## config.mk

```make
export PLATFORM = sky130hd
export DESIGN_NAME = branch_flag_ctrl_flat
export DESIGN_NICKNAME = d
export VERILOG_FILES = /design/src/rtl/branch_flag_ctrl_if.sv /design/src/rtl/branch_flag_ctrl.sv /design/src/flat_wrapper.sv
export SDC_FILE = /design/constraint.sdc
export NUM_CORES = 1
export LEC_CHECK = 0
export CAP_MARGIN = 20
export CORE_UTILIZATION = 39
export CTS_CLUSTER_DIAMETER = 60
export CTS_CLUSTER_SIZE = 25
export DETAILED_ROUTE_END_ITERATION = 6
export MAX_ROUTING_LAYER = met4
export PLACE_DENSITY = 0.75
export SLEW_MARGIN = 20
export SYNTH_ARGS = -nofsm -noshare
export SYNTH_HDL_FRONTEND = slang
export SYNTH_SLANG_ARGS = --single-unit
```

## constraint.sdc

```tcl
create_clock -name clk -period 1.75 [get_ports clk]
set_input_delay 0.35 -clock clk [delete_from_list [all_inputs] [get_ports clk]]
set_output_delay 0.35 -clock clk [all_outputs]
set_load 0.02 [all_outputs]
```

## src/rtl/branch_flag_ctrl_if.sv

```systemverilog
// Bundle between the compare/condition stages and branch_flag_ctrl; optional link fields need BRANCH_LINK_EN.
// master = upstream pipeline driving requests, slave = branch_flag_ctrl.
interface branch_flag_ctrl_if #(
    parameter int PC_W   = 16,
    parameter int FLAG_W = 4
);
    logic              stall;
    logic              cmp_valid;
    logic [FLAG_W-1:0] flag_in;
    logic [FLAG_W-1:0] flag_q;
    logic              branch_valid;
    logic [PC_W-1:0]   branch_target;
    logic              cond_ok;
    logic              halt_req;
    logic [PC_W-1:0]   pc;
    logic              flush;
    logic              halted;
`ifdef BRANCH_LINK_EN
    logic              branch_link;
    logic [PC_W-1:0]   link_q;
`endif

    modport master (
        output stall, cmp_valid, flag_in, branch_valid, branch_target, cond_ok, halt_req,
`ifdef BRANCH_LINK_EN
        output branch_link,
        input  link_q,
`endif
        input  flag_q, pc, flush, halted
    );

    modport slave (
        input  stall, cmp_valid, flag_in, branch_valid, branch_target, cond_ok, halt_req,
`ifdef BRANCH_LINK_EN
        input  branch_link,
        output link_q,
`endif
        output flag_q, pc, flush, halted
    );
endinterface

```

## src/rtl/branch_flag_ctrl.sv

```systemverilog
// Flag register + PC sequencer with RUN/FLUSH/HALT FSM; BRANCH_LINK_EN adds a return-address register.
// Latency: branch decision -> new pc in 1 cycle, taken branch adds one FLUSH bubble.
// Backpressure: stall freezes every register (state, pc, flags, link) for that cycle.
module branch_flag_ctrl #(
    parameter int              PC_W     = 16,
    parameter int              FLAG_W   = 4,
    parameter logic [PC_W-1:0] RESET_PC = '0
) (
    input  logic               clk,
    input  logic               rst_n,
    branch_flag_ctrl_if.slave  bus
);
    typedef enum logic [1:0] {
        ST_RUN   = 2'd0,
        ST_FLUSH = 2'd1,
        ST_HALT  = 2'd2
    } state_e;

    state_e            state_q, state_d;
    logic [PC_W-1:0]   pc_q, pc_d;
    logic [FLAG_W-1:0] flag_q, flag_d;
    logic              flush_q, flush_d;
    logic              halted_q, halted_d;
    logic [PC_W-1:0]   pc_inc;
    logic              taken;
`ifdef BRANCH_LINK_EN
    logic [PC_W-1:0]   link_q, link_d;
`endif

    assign pc_inc = pc_q + PC_W'(1);
    assign taken  = bus.branch_valid & bus.cond_ok;

    always_comb begin
        state_d = state_q;
        pc_d    = pc_q;
        flag_d  = flag_q;
`ifdef BRANCH_LINK_EN
        link_d  = link_q;
`endif
        if (!bus.stall) begin
            case (state_q)
                ST_RUN: begin
                    // cond_ok was derived from the old flag_q, so capturing new flags here is safe.
                    if (bus.cmp_valid) flag_d = bus.flag_in;
                    if (bus.halt_req) begin
                        state_d = ST_HALT;
                    end else if (taken) begin
                        pc_d    = bus.branch_target;
                        state_d = ST_FLUSH;
`ifdef BRANCH_LINK_EN
                        if (bus.branch_link) link_d = pc_inc;
`endif
                    end else begin
                        pc_d = pc_inc;
                    end
                end
                // Squashed slot: branch/cmp/halt requests are ignored here.
                ST_FLUSH: begin
                    pc_d    = pc_inc;
                    state_d = ST_RUN;
                end
                default: ;
            endcase
        end
        flush_d  = (state_d == ST_FLUSH);
        halted_d = (state_d == ST_HALT);
    end

    always_ff @(posedge clk or negedge rst_n) begin
        if (!rst_n) begin
            state_q  <= ST_RUN;
            pc_q     <= RESET_PC;
            flag_q   <= '0;
            flush_q  <= 1'b0;
            halted_q <= 1'b0;
`ifdef BRANCH_LINK_EN
            link_q   <= '0;
`endif
        end else begin
            state_q  <= state_d;
            pc_q     <= pc_d;
            flag_q   <= flag_d;
            flush_q  <= flush_d;
            halted_q <= halted_d;
`ifdef BRANCH_LINK_EN
            link_q   <= link_d;
`endif
        end
    end

    assign bus.flag_q = flag_q;
    assign bus.pc     = pc_q;
    assign bus.flush  = flush_q;
    assign bus.halted = halted_q;
`ifdef BRANCH_LINK_EN
    assign bus.link_q = link_q;
`endif
endmodule
```

## src/flat_wrapper.sv

```systemverilog
// flat-port wrapper written by rule: the top's interface ports become plain ports
module branch_flag_ctrl_flat 
#(
    parameter int              PC_W     = 16,
    parameter int              FLAG_W   = 4,
    parameter logic [PC_W-1:0] RESET_PC = '0
)
  (clk, rst_n, bus_stall, bus_cmp_valid, bus_flag_in, bus_branch_valid, bus_branch_target, bus_cond_ok, bus_halt_req, bus_flag_q, bus_pc, bus_flush, bus_halted);
  branch_flag_ctrl_if #(.PC_W(PC_W), .FLAG_W(FLAG_W)) bus_i ();
  input  logic clk;
  input  logic rst_n;
  input wire logic [$bits(bus_i.stall)-1:0] bus_stall;
  input wire logic [$bits(bus_i.cmp_valid)-1:0] bus_cmp_valid;
  input wire logic [$bits(bus_i.flag_in)-1:0] bus_flag_in;
  input wire logic [$bits(bus_i.branch_valid)-1:0] bus_branch_valid;
  input wire logic [$bits(bus_i.branch_target)-1:0] bus_branch_target;
  input wire logic [$bits(bus_i.cond_ok)-1:0] bus_cond_ok;
  input wire logic [$bits(bus_i.halt_req)-1:0] bus_halt_req;
  output wire logic [$bits(bus_i.flag_q)-1:0] bus_flag_q;
  output wire logic [$bits(bus_i.pc)-1:0] bus_pc;
  output wire logic [$bits(bus_i.flush)-1:0] bus_flush;
  output wire logic [$bits(bus_i.halted)-1:0] bus_halted;
  assign bus_i.stall = bus_stall;
  assign bus_i.cmp_valid = bus_cmp_valid;
  assign bus_i.flag_in = bus_flag_in;
  assign bus_i.branch_valid = bus_branch_valid;
  assign bus_i.branch_target = bus_branch_target;
  assign bus_i.cond_ok = bus_cond_ok;
  assign bus_i.halt_req = bus_halt_req;
  assign bus_flag_q = bus_i.flag_q;
  assign bus_pc = bus_i.pc;
  assign bus_flush = bus_i.flush;
  assign bus_halted = bus_i.halted;
  branch_flag_ctrl #(.PC_W(PC_W), .FLAG_W(FLAG_W), .RESET_PC(RESET_PC)) u_core (.clk(clk), .rst_n(rst_n), .bus(bus_i));
endmodule
```

---- Word-level counts from Yosys, hierarchy flattened ----
Index checks and enable logic that the tools add are counted.
word-level totals
  output and inout port bits .............. 22
  bits in registers ....................... 24
  input bits .............................. 27
cells by class
  mux-type cells .......................... 7
  bitwise operators ....................... 2
  add/subtract/negate cells ............... 1
  reduce and logical (&&, ||, !) cells .... 4
  equality and inequality tests ........... 4
operators with widths
  cell                                                  number
  2-to-1 mux 16 bit                                     2
  one-hot mux 16 bit (2 select lines)                   1
  adder 16 x 1 -> 16 bit (second input constant)        1
  2-to-1 mux 2 bit                                      3
  AND reduction 3 bit                                   2
  equality test 2 x 1 -> 1 bit (second input constant)  2
  one-hot mux 2 bit (2 select lines)                    1
  equality test 2 bit (second input constant)           1
  logical NOT 2 bit                                     1
  != test 2 bit (second input constant)                 1
  nonzero test 2 bit                                    1
  bitwise AND 1 bit                                     1
  inverter 1 bit                                        1

---- Logic depth before layout (Yosys ltp) ----
Gate-level depths: netlist (run 1).
  depth after elaboration ................. 6
  depth in mapped cells ................... 6
  depth with buffers taken out ............ 5

---- Worst setup path after synthesis (run 1) ----
No wires, ideal clock.
  path kind ............................... reg2reg
  from .................................... register u_core.pc_q[0] (netlist: u_core.bus.pc[0])
  to ...................................... register u_core.pc_q[14] (netlist: u_core.bus.pc[14])
  path buffers ............................ 0
  cell stages (with the launch flop) ...... 6
  setup slack ............................. -0.126 ns
  data arrival time ....................... 1.806 ns
  library setup time ...................... 0.070 ns
  path through ............................ dfrtp_1 -> ha_1 -> nand3_1 -> or3_1 -> or4_1 -> nand3_1
on the way
  longest elaborated chain between the ends .. 4
RTL lines
  what                                   RTL line                text
  from (decl)                            branch_flag_ctrl.sv:20  logic [PC_W-1:0] pc_q, pc_d;
  from (signal assigned)                 branch_flag_ctrl.sv:81  pc_q <= pc_d;
  adder 16 x 1 -> 16 bit *               branch_flag_ctrl.sv:30  assign pc_inc = pc_q + PC_W'(1);
  2-to-1 mux 16 bit                      branch_flag_ctrl.sv:47  end else if (taken) begin
  2-to-1 mux 16 bit                      branch_flag_ctrl.sv:45  if (bus.halt_req) begin
  one-hot mux 16 bit (2 select lines) *  branch_flag_ctrl.sv:41  case (state_q)
Mark *: on every way between the ends. The rest lies on a longest branch, timed or not. The select of a mux whose other input is x is not followed.
A chain may end at the register's enable or synchronous reset.

---- Worst setup path after layout (run 1) ----
  from .................................... register u_core.pc_q[5] (netlist: u_core.bus.pc[5])
  to ...................................... register u_core.pc_q[12] (netlist: u_core.bus.pc[12])
Same word-level chain as after synthesis.

==> results of run 1 <==
sequential cells by signal (all words and copies together), names as in the netlist:
name               count
u_core.bus.flag_q      4
u_core.bus.pc         16
u_core.state_q         2
u_core.bus.halted      1
u_core.bus.flush       1
logic make-up (layout without fill, tap and decap cells):
family / Yosys count / in the layout / synth area share (%)
simple gates: 56 / 56 / 24.2
compound gates: 45 / 45 / 23.7
flops: 24 / 24 / 45.5
buf+inv: 7 / 85 / 2.18
mux: 4 / 4 / 3.42
fa+ha+maj: 1 / 1 / 0.949
path summary, 6_finish.rpt:
kind                                      startpoint                    to  slack [ns]  depth (start not counted)
max in group asynchronous                      rst_n     u_core.bus.pc[10]        1.13                          2
worst min-delay path                           rst_n      u_core.bus.pc[5]        0.36                          2
worst max register to register      u_core.bus.pc[5]     u_core.bus.pc[12]       -0.02                          6
worst min register to register  u_core.bus.flag_q[0]  u_core.bus.flag_q[0]        0.53                          1
worst max-delay path                u_core.bus.pc[5]     u_core.bus.pc[12]       -0.02                          6
min in group clk                u_core.bus.flag_q[0]  u_core.bus.flag_q[0]        0.53                          1
cell usage in the layout (no fill, tap or decap), drive strengths merged, types with 2 or more instances in the layout:
cell type	instances
dfrtp	24
o32ai	3
a311oi	3
nand4	3
o211ai	3
a221o	3
a21oi	12
a31oi	3
clkdlybuf4s50	34
a2bb2oi	2
or4	3
inv	2
and2	4
or3	2
a21o	2
nand2	10
nand2b	2
dlymetal6s2s	5
mux2	4
o22ai	2
dlygate4sd2	9
o21ai	6
nor3	8
clkbuf	3
o22a	3
nand3	8
nor2	9
and3	2
buf	31
stage by stage:
step	power (mW)	setup TNS, ns	utilization, %
detailed placement	1.42	-0.825	66.0
floorplan	1.03	-0.00532	-
finish	1.81	-0.0158	68.6
global placement	1.39	-0.642	66.0
global route	1.91	-0.113	68.6
CTS	1.80	0	67.4
area by class of cell:
type / instances / share of cell area (%)
timing repair buffer: 79 / 33.3
inverter: 2 / 0.350
clock buffer: 3 / 1.05
sequential: 24 / 28.4
multi-input combinational: 106 / 32.9
tap: 44 / 2.57
clock inverter: 1 / 1.40
worst register-to-register path: cells and delay by family, from the launching register on:
family	cells	cell delay [ns]
AO/OA/AOI/OAI	2	0.37
buffers and inverters	2	0.33
flip-flops	1	0.43
AND/OR/NAND/NOR	2	0.51
power by group through the flow:
stage	Clock, mW	Combinational [mW]	Sequential (mW)
2_1_floorplan	0	0.147	0.882
3_3_place_gp	0	0.635	0.752
3_5_place_dp	0	0.654	0.763
4_1_cts	0.420	0.627	0.751
5_1_grt	0.448	0.696	0.769
6_report	0.410	0.647	0.756
timing repair:
action | in CTS | in global routing
resized for setup | 9 | 10
buffers inserted | 0 | 1
endpoints found under the setup margin | 9 | 10
pin swaps | 0 | 3
per-layer routing:
layer | up-vias | share of wire [%] | track usage [%]
met3 | 5 | 4.2 | 2.38
met2 | 47 | 52 | 41.6
met4 | 0 | 1.3 | 7.97
met5 | - | 0 | -
met1 | 720 | 43 | 32.2
li1 | 690 | - | -
==> summary.md, run 1 <==
| Metric | Value |
|---|---|
| Largest net degree at the start of global routing | `25` |
| Number of global-route vias before repair | `1431` |
| Synth cell count leaders | `dfrtp_1 (24), a21oi_1 (12), nand2_1 (10)` |
| Buf+Inv Stages, Crit Path | `2` |
| Synthesized area per cell | `9.63 um^2` |
| Crit path max fanout | `7` |
| Final Skew | `0.0106 ns` |
| Slowest CP cell | `dfrtp_2` |
| Post-synth EDFFs | `0` |
| Asr flop ratio synth | `100%` |
| Die width | `60.2 um` |
| Area share of the largest cell type after synthesis | `45.5%` |
| Gr usage total | `25.1%` |
| FF+latch count, synth | `24` |
| Via count | `1462` |
| Status | `finished with violations` |
| Hold WC Path Type | `input port to async pin` |
| Net Switching | `0.593 mW` |
| Detailed placement HPWL | `3100 um` |
| Sw frac | `32.7%` |
| WP data arrival | `1.98 ns` |
| I/O Buffers | `48` |
| Gr ovfl total | `0` |
| Max-slew headroom | `70.3%` |
| Reg area | `609 um^2` |
| CTS Hold Bufs | `0` |
| Routability cong. | `0.913` |
| Post-synth net total | `165` |
| Detailed-router iteration count before antenna repair | `4` |
| Post-Route WL | `4180 um` |
| Layout cells sized above 1 | `25.1%` |
| Final net count | `244` |
| Endpoints failing setup | `1` |
| Sink Count | `24` |
| Fin area | `2150 um^2` |
| Pwr per Cell Area | `845 nW/um^2` |
| CTS buffer count | `3` |
| CP endpoint kind | `register` |
| CORE AREA | `3130 um^2` |
| Clk pin slew, worst setup/hold paths | `0.14 ns` |
| Multi-input gate area | `707 um^2` |
| Highest clock rate | `566 MHz` |
| Peak supply drop | `0.000375 V` |
| Main area contributors after synthesis | `dfrtp_1 (46%), a21oi_1 (4.6%), mux2_2 (3.4%), nor3_1 (3.0%), nand2_1 (2.8%)` |
| Syn. warnings | `0` |
| Drt wl/cell | `16.1 um` |
| Die height | `60.2 um` |
| Clock network power share | `22.6%` |
| Number of max-cap violations | `0` |
| Clk_lat worst skew | `0.33 ns` |
| Worst-margin pin slew | `0.443 ns` |
| Synth Cell Area | `1320 um^2` |
| Worst stage delay on the critical path | `0.43 ns` |
| Kind of critical path | `register to register` |
| Die ar. | `3620 um^2` |
| Dpl ws | `-0.168 ns` |
| PnR worst setup slack | `-0.0158 ns` |
| Boundary pin count | `49` |
| # diodes | `0` |
| Most frequent cell after synthesis | `dfrtp_1` |
| First-pass GRT wire length | `6530 um` |
| TritonCTS clock tree | `done` |
| Clock buffer depth | `2` |
| Primary FF master, synth | `dfrtp_1` |
| FP Rows | `20` |
| Min cycle time layout | `1.77 ns` |
| Cell Count Post-Placement | `254` |
| Unrepaired setup endpoints after global routing | `true` |
| CP dominant cell by count | `buf_4` |
| Family with the most delay on the worst path | `simple AND/OR/NAND/NOR gates` |
| Htree depth | `1` |
| ANT nets after route | `0` |
| Clock root cell | `clkbuf_4` |
| Initial DRC count | `91` |
| Slew Limit Fails | `0` |
| Non-filler cells, final | `259` |
| Static leakage | `0.936 nW` |
| Violated checks | `setup timing` |
| Critical path cell sequence | `nand3_2, buf_4, or3_4, buf_4, o32ai_1, a21oi_1` |
| Sequential-to-total area share from yosys stat | `45.5%` |
| Flop pwr share | `41.7%` |
| Startpoint type of the worst setup path | `register` |
| Worst hold slack | `0.357 ns` |
| DRC viols | `0` |
| Largest area contributor in the synthesized netlist | `dfrtp_1` |
| Final hold violation count | `0` |
| Cells after synthesis | `137` |
| Logic pwr share | `35.7%` |
| Count of cell types in the netlist | `40` |
| Initial antenna violation count | `0` |
| Placed inst area | `2070 um^2` |
| CP required | `1.96 ns` |
| # fillers | `251` |
| Tcrit/Tclk final | `101%` |
| Int Pwr | `1.22 mW` |
| Initial core utilization | `42.2%` |
| Synth-to-layout area growth | `62.7%` |
| Vias per cell | `5.64` |
No activity file was read; power rests on OpenSTA's default activity.
==> run 2, diff against run 1 <==
HOLD_SLACK_MARGIN = 0.1   (was unset)
==> results of run 2 <==
Same layout as run 1: the final DEF is identical, and so are final timing and power.
==> run 3, diff against run 2 <==
CTS_BUF_LIST = sky130_fd_sc_hd__clkbuf_16   (was unset)
==> run 3 against run 2 <==
Compared with the run above: the flow now finishes without violations; maximum frequency is 3.5% higher; first-iteration DRC count is 18% lower; critical path depth is 2 lower; worst setup slack better by 0.059 ns; final area is 3.3% higher; wire length is 2.7% higher; via count is 1.9% higher; critical path type unchanged.
==> summary.md, run 3 (same netlist as run 1, synthesis figures left out) <==
| Metric | Value |
|---|---|
| Status | `completed` |
| Endpoints failing setup | `0 (-1)` |
| Highest clock rate | `586 MHz (+3.5%)` |
| Hold WC Path Type | `input port to async pin` |
| Boundary pin count | `49 (unchanged)` |
| Detailed placement HPWL | `3100 um (unchanged)` |
| GR met3 Demand/Resource | `2.38% (unchanged)` |
| Total power | `2.09 mW (+15%)` |
| Vias per cell | `5.75 (+1.9%)` |
| Most common cell after layout, fill and taps aside | `clkdlybuf4s50_1` |
| Layout cells sized above 1 | `26.0% (+0.93 points)` |
| PnR worst setup slack | `0.0433 ns (+0.0591 ns)` |
| M2 GR Usage | `42.9% (+1.3 points)` |
| Static leakage | `0.918 nW (-2.0%)` |
| Synth-to-layout area growth | `68.0%` |
| Gr ovfl total | `0 (unchanged)` |
| Clk_lat worst skew | `0.26 ns (-0.07 ns)` |
| Detailed-router iteration count before antenna repair | `4 (unchanged)` |
| Startpoint type of the worst setup path | `register` |
| TritonCTS clock tree | `done` |
| Clock buffer depth | `2 (unchanged)` |
| Final net count | `244 (unchanged)` |
| CP endpoint kind | `register` |
| Final Skew | `0.00289 ns (-0.00774 ns)` |
| Crit path max fanout | `5 (-2)` |
| Initial DRC count | `75 (-18%)` |
| Htree depth | `1 (unchanged)` |
| Clk pin slew, worst setup/hold paths | `0.06 ns (-0.08 ns)` |
| Drt wl/cell | `16.6 um (+2.7%)` |
| Initial core utilization | `42.2% (unchanged)` |
| I/O Buffers | `48 (unchanged)` |
| Slew Limit Fails | `0 (unchanged)` |
| DRC viols | `0 (unchanged)` |
| CORE AREA | `3130 um^2 (unchanged)` |
| Commonest non-fill, non-tap cells in the layout | `clkdlybuf4s50_1 (43), buf_4 (31), dfrtp_1 (17)` |
| Gr busiest metal | `met2` |
| Clock root cell | `clkbuf_16` |
| CTS Hold Bufs | `0 (unchanged)` |
| Via count | `1490 (+1.9%)` |
| GR Util met1 | `33.7% (+1.5 points)` |
| Routability cong. | `0.913 (unchanged)` |
| WP data arrival | `1.85 ns (-0.13 ns)` |
| Sink Count | `24 (unchanged)` |
| Number of global-route vias before repair | `1472 (+2.9%)` |
| Gr usage total | `26.7% (+1.6 points)` |
| First-pass GRT wire length | `6820 um (+4.6%)` |
| Post-Route WL | `4290 um (+2.7%)` |
| Max reg flops | `16 (unchanged)` |
| Max-slew headroom | `70.4% (+0.093 points)` |
| ANT nets after route | `0 (unchanged)` |
| Final hold violation count | `0 (unchanged)` |
| Largest net degree at the start of global routing | `25 (unchanged)` |
| Min cycle time layout | `1.71 ns (-0.0591 ns)` |
| Peak supply drop | `0.000404 V (+7.6%)` |
| # diodes | `0 (unchanged)` |
| CTS buffer count | `3 (unchanged)` |
| Tcrit/Tclk final | `97.5% (-3.4 points)` |
| Die ar. | `3620 um^2 (unchanged)` |
| Dpl ws | `-0.168 ns (unchanged)` |
| Worst-margin pin slew | `0.441 ns (-0.00138 ns)` |
| CP required | `1.89 ns (-0.07 ns)` |
| Die width | `60.2 um (unchanged)` |
| FP Rows | `20 (unchanged)` |
| Number of max-cap violations | `0 (unchanged)` |
| Initial antenna violation count | `0 (unchanged)` |
| Pwr per Cell Area | `944 nW/um^2 (+12%)` |
| Kind of critical path | `register to register` |
| Worst hold slack | `0.447 ns (+0.0898 ns)` |
| Die height | `60.2 um (unchanged)` |
[run 3: changes by cell type in the layout (fill, tap and decap cells not counted), moves of 3 or more]
cell             previous run  this run
clkbuf_16                   0         3
clkbuf_4                    3         0
clkdlybuf4s50_1            34        43
dlygate4sd2_1               9         1
[run 3: per-layer routing]
layer	routed length, um	part of all wire, %
met3	157	3.7
met2	2160	50
met4	107	2.5
met1	1870	44
met5	0	0
[run 3: where the power goes]
group          switching (mW)  leakage, nW  internal, mW
registers               0.104        0.286         0.654
logic                   0.315        0.581         0.360
clock network           0.202       0.0511         0.455
total                   0.621        0.918          1.47
[run 3: path summary, 6_finish.rpt]
path                                 startpoint  depth (start not counted)  slack (ns)              endpoint
max                            u_core.bus.pc[0]                          4        0.04     u_core.bus.pc[13]
min reg2reg                u_core.bus.flag_q[0]                          1        0.52  u_core.bus.flag_q[0]
min in group clk           u_core.bus.flag_q[0]                          1        0.52  u_core.bus.flag_q[0]
max in group asynchronous                 rst_n                          2        1.04     u_core.bus.pc[10]
min                                       rst_n                          2        0.45      u_core.bus.pc[3]
max reg2reg                    u_core.bus.pc[0]                          4        0.04     u_core.bus.pc[13]
[run 3: final cells by class]
class	instances	area, um^2
Fill cell	226	912
Timing Repair Buffer	79	722
Multi-Input combinational cell	106	717
Sequential cell	24	609
Clock buffer	3	75.1
Tap cell	44	55.1
Clock inverter	1	30.0
Inverter	2	7.51
[run 3: through the flow]
stage          instance area, um^2  setup TNS (ns)  std cells  utilization (%)
2_1_floorplan                 1330        -0.00532        137                -
3_3_place_gp                  2070          -0.642        254             66.0
3_5_place_dp                  2070          -0.825        254             66.0
4_1_cts                       2180               0        258             69.6
5_1_grt                       2220        -0.00830        259             70.8
6_report                      2220               0        259             70.8
[run 3: what timing repair did]
item	in CTS	in global routing
pin swaps	0	2
resized for setup	2	10
buffers inserted	0	1
endpoints found under the hold margin	0	0
cloned	0	0
setup endpoints to repair	2	7
[run 3: critical path, stage by stage, from the launching register on]
cell     delay, ns
dfrtp_2       0.44
nand4_4       0.13
or4_4         0.54
a21o_1        0.19
a221o_1       0.29
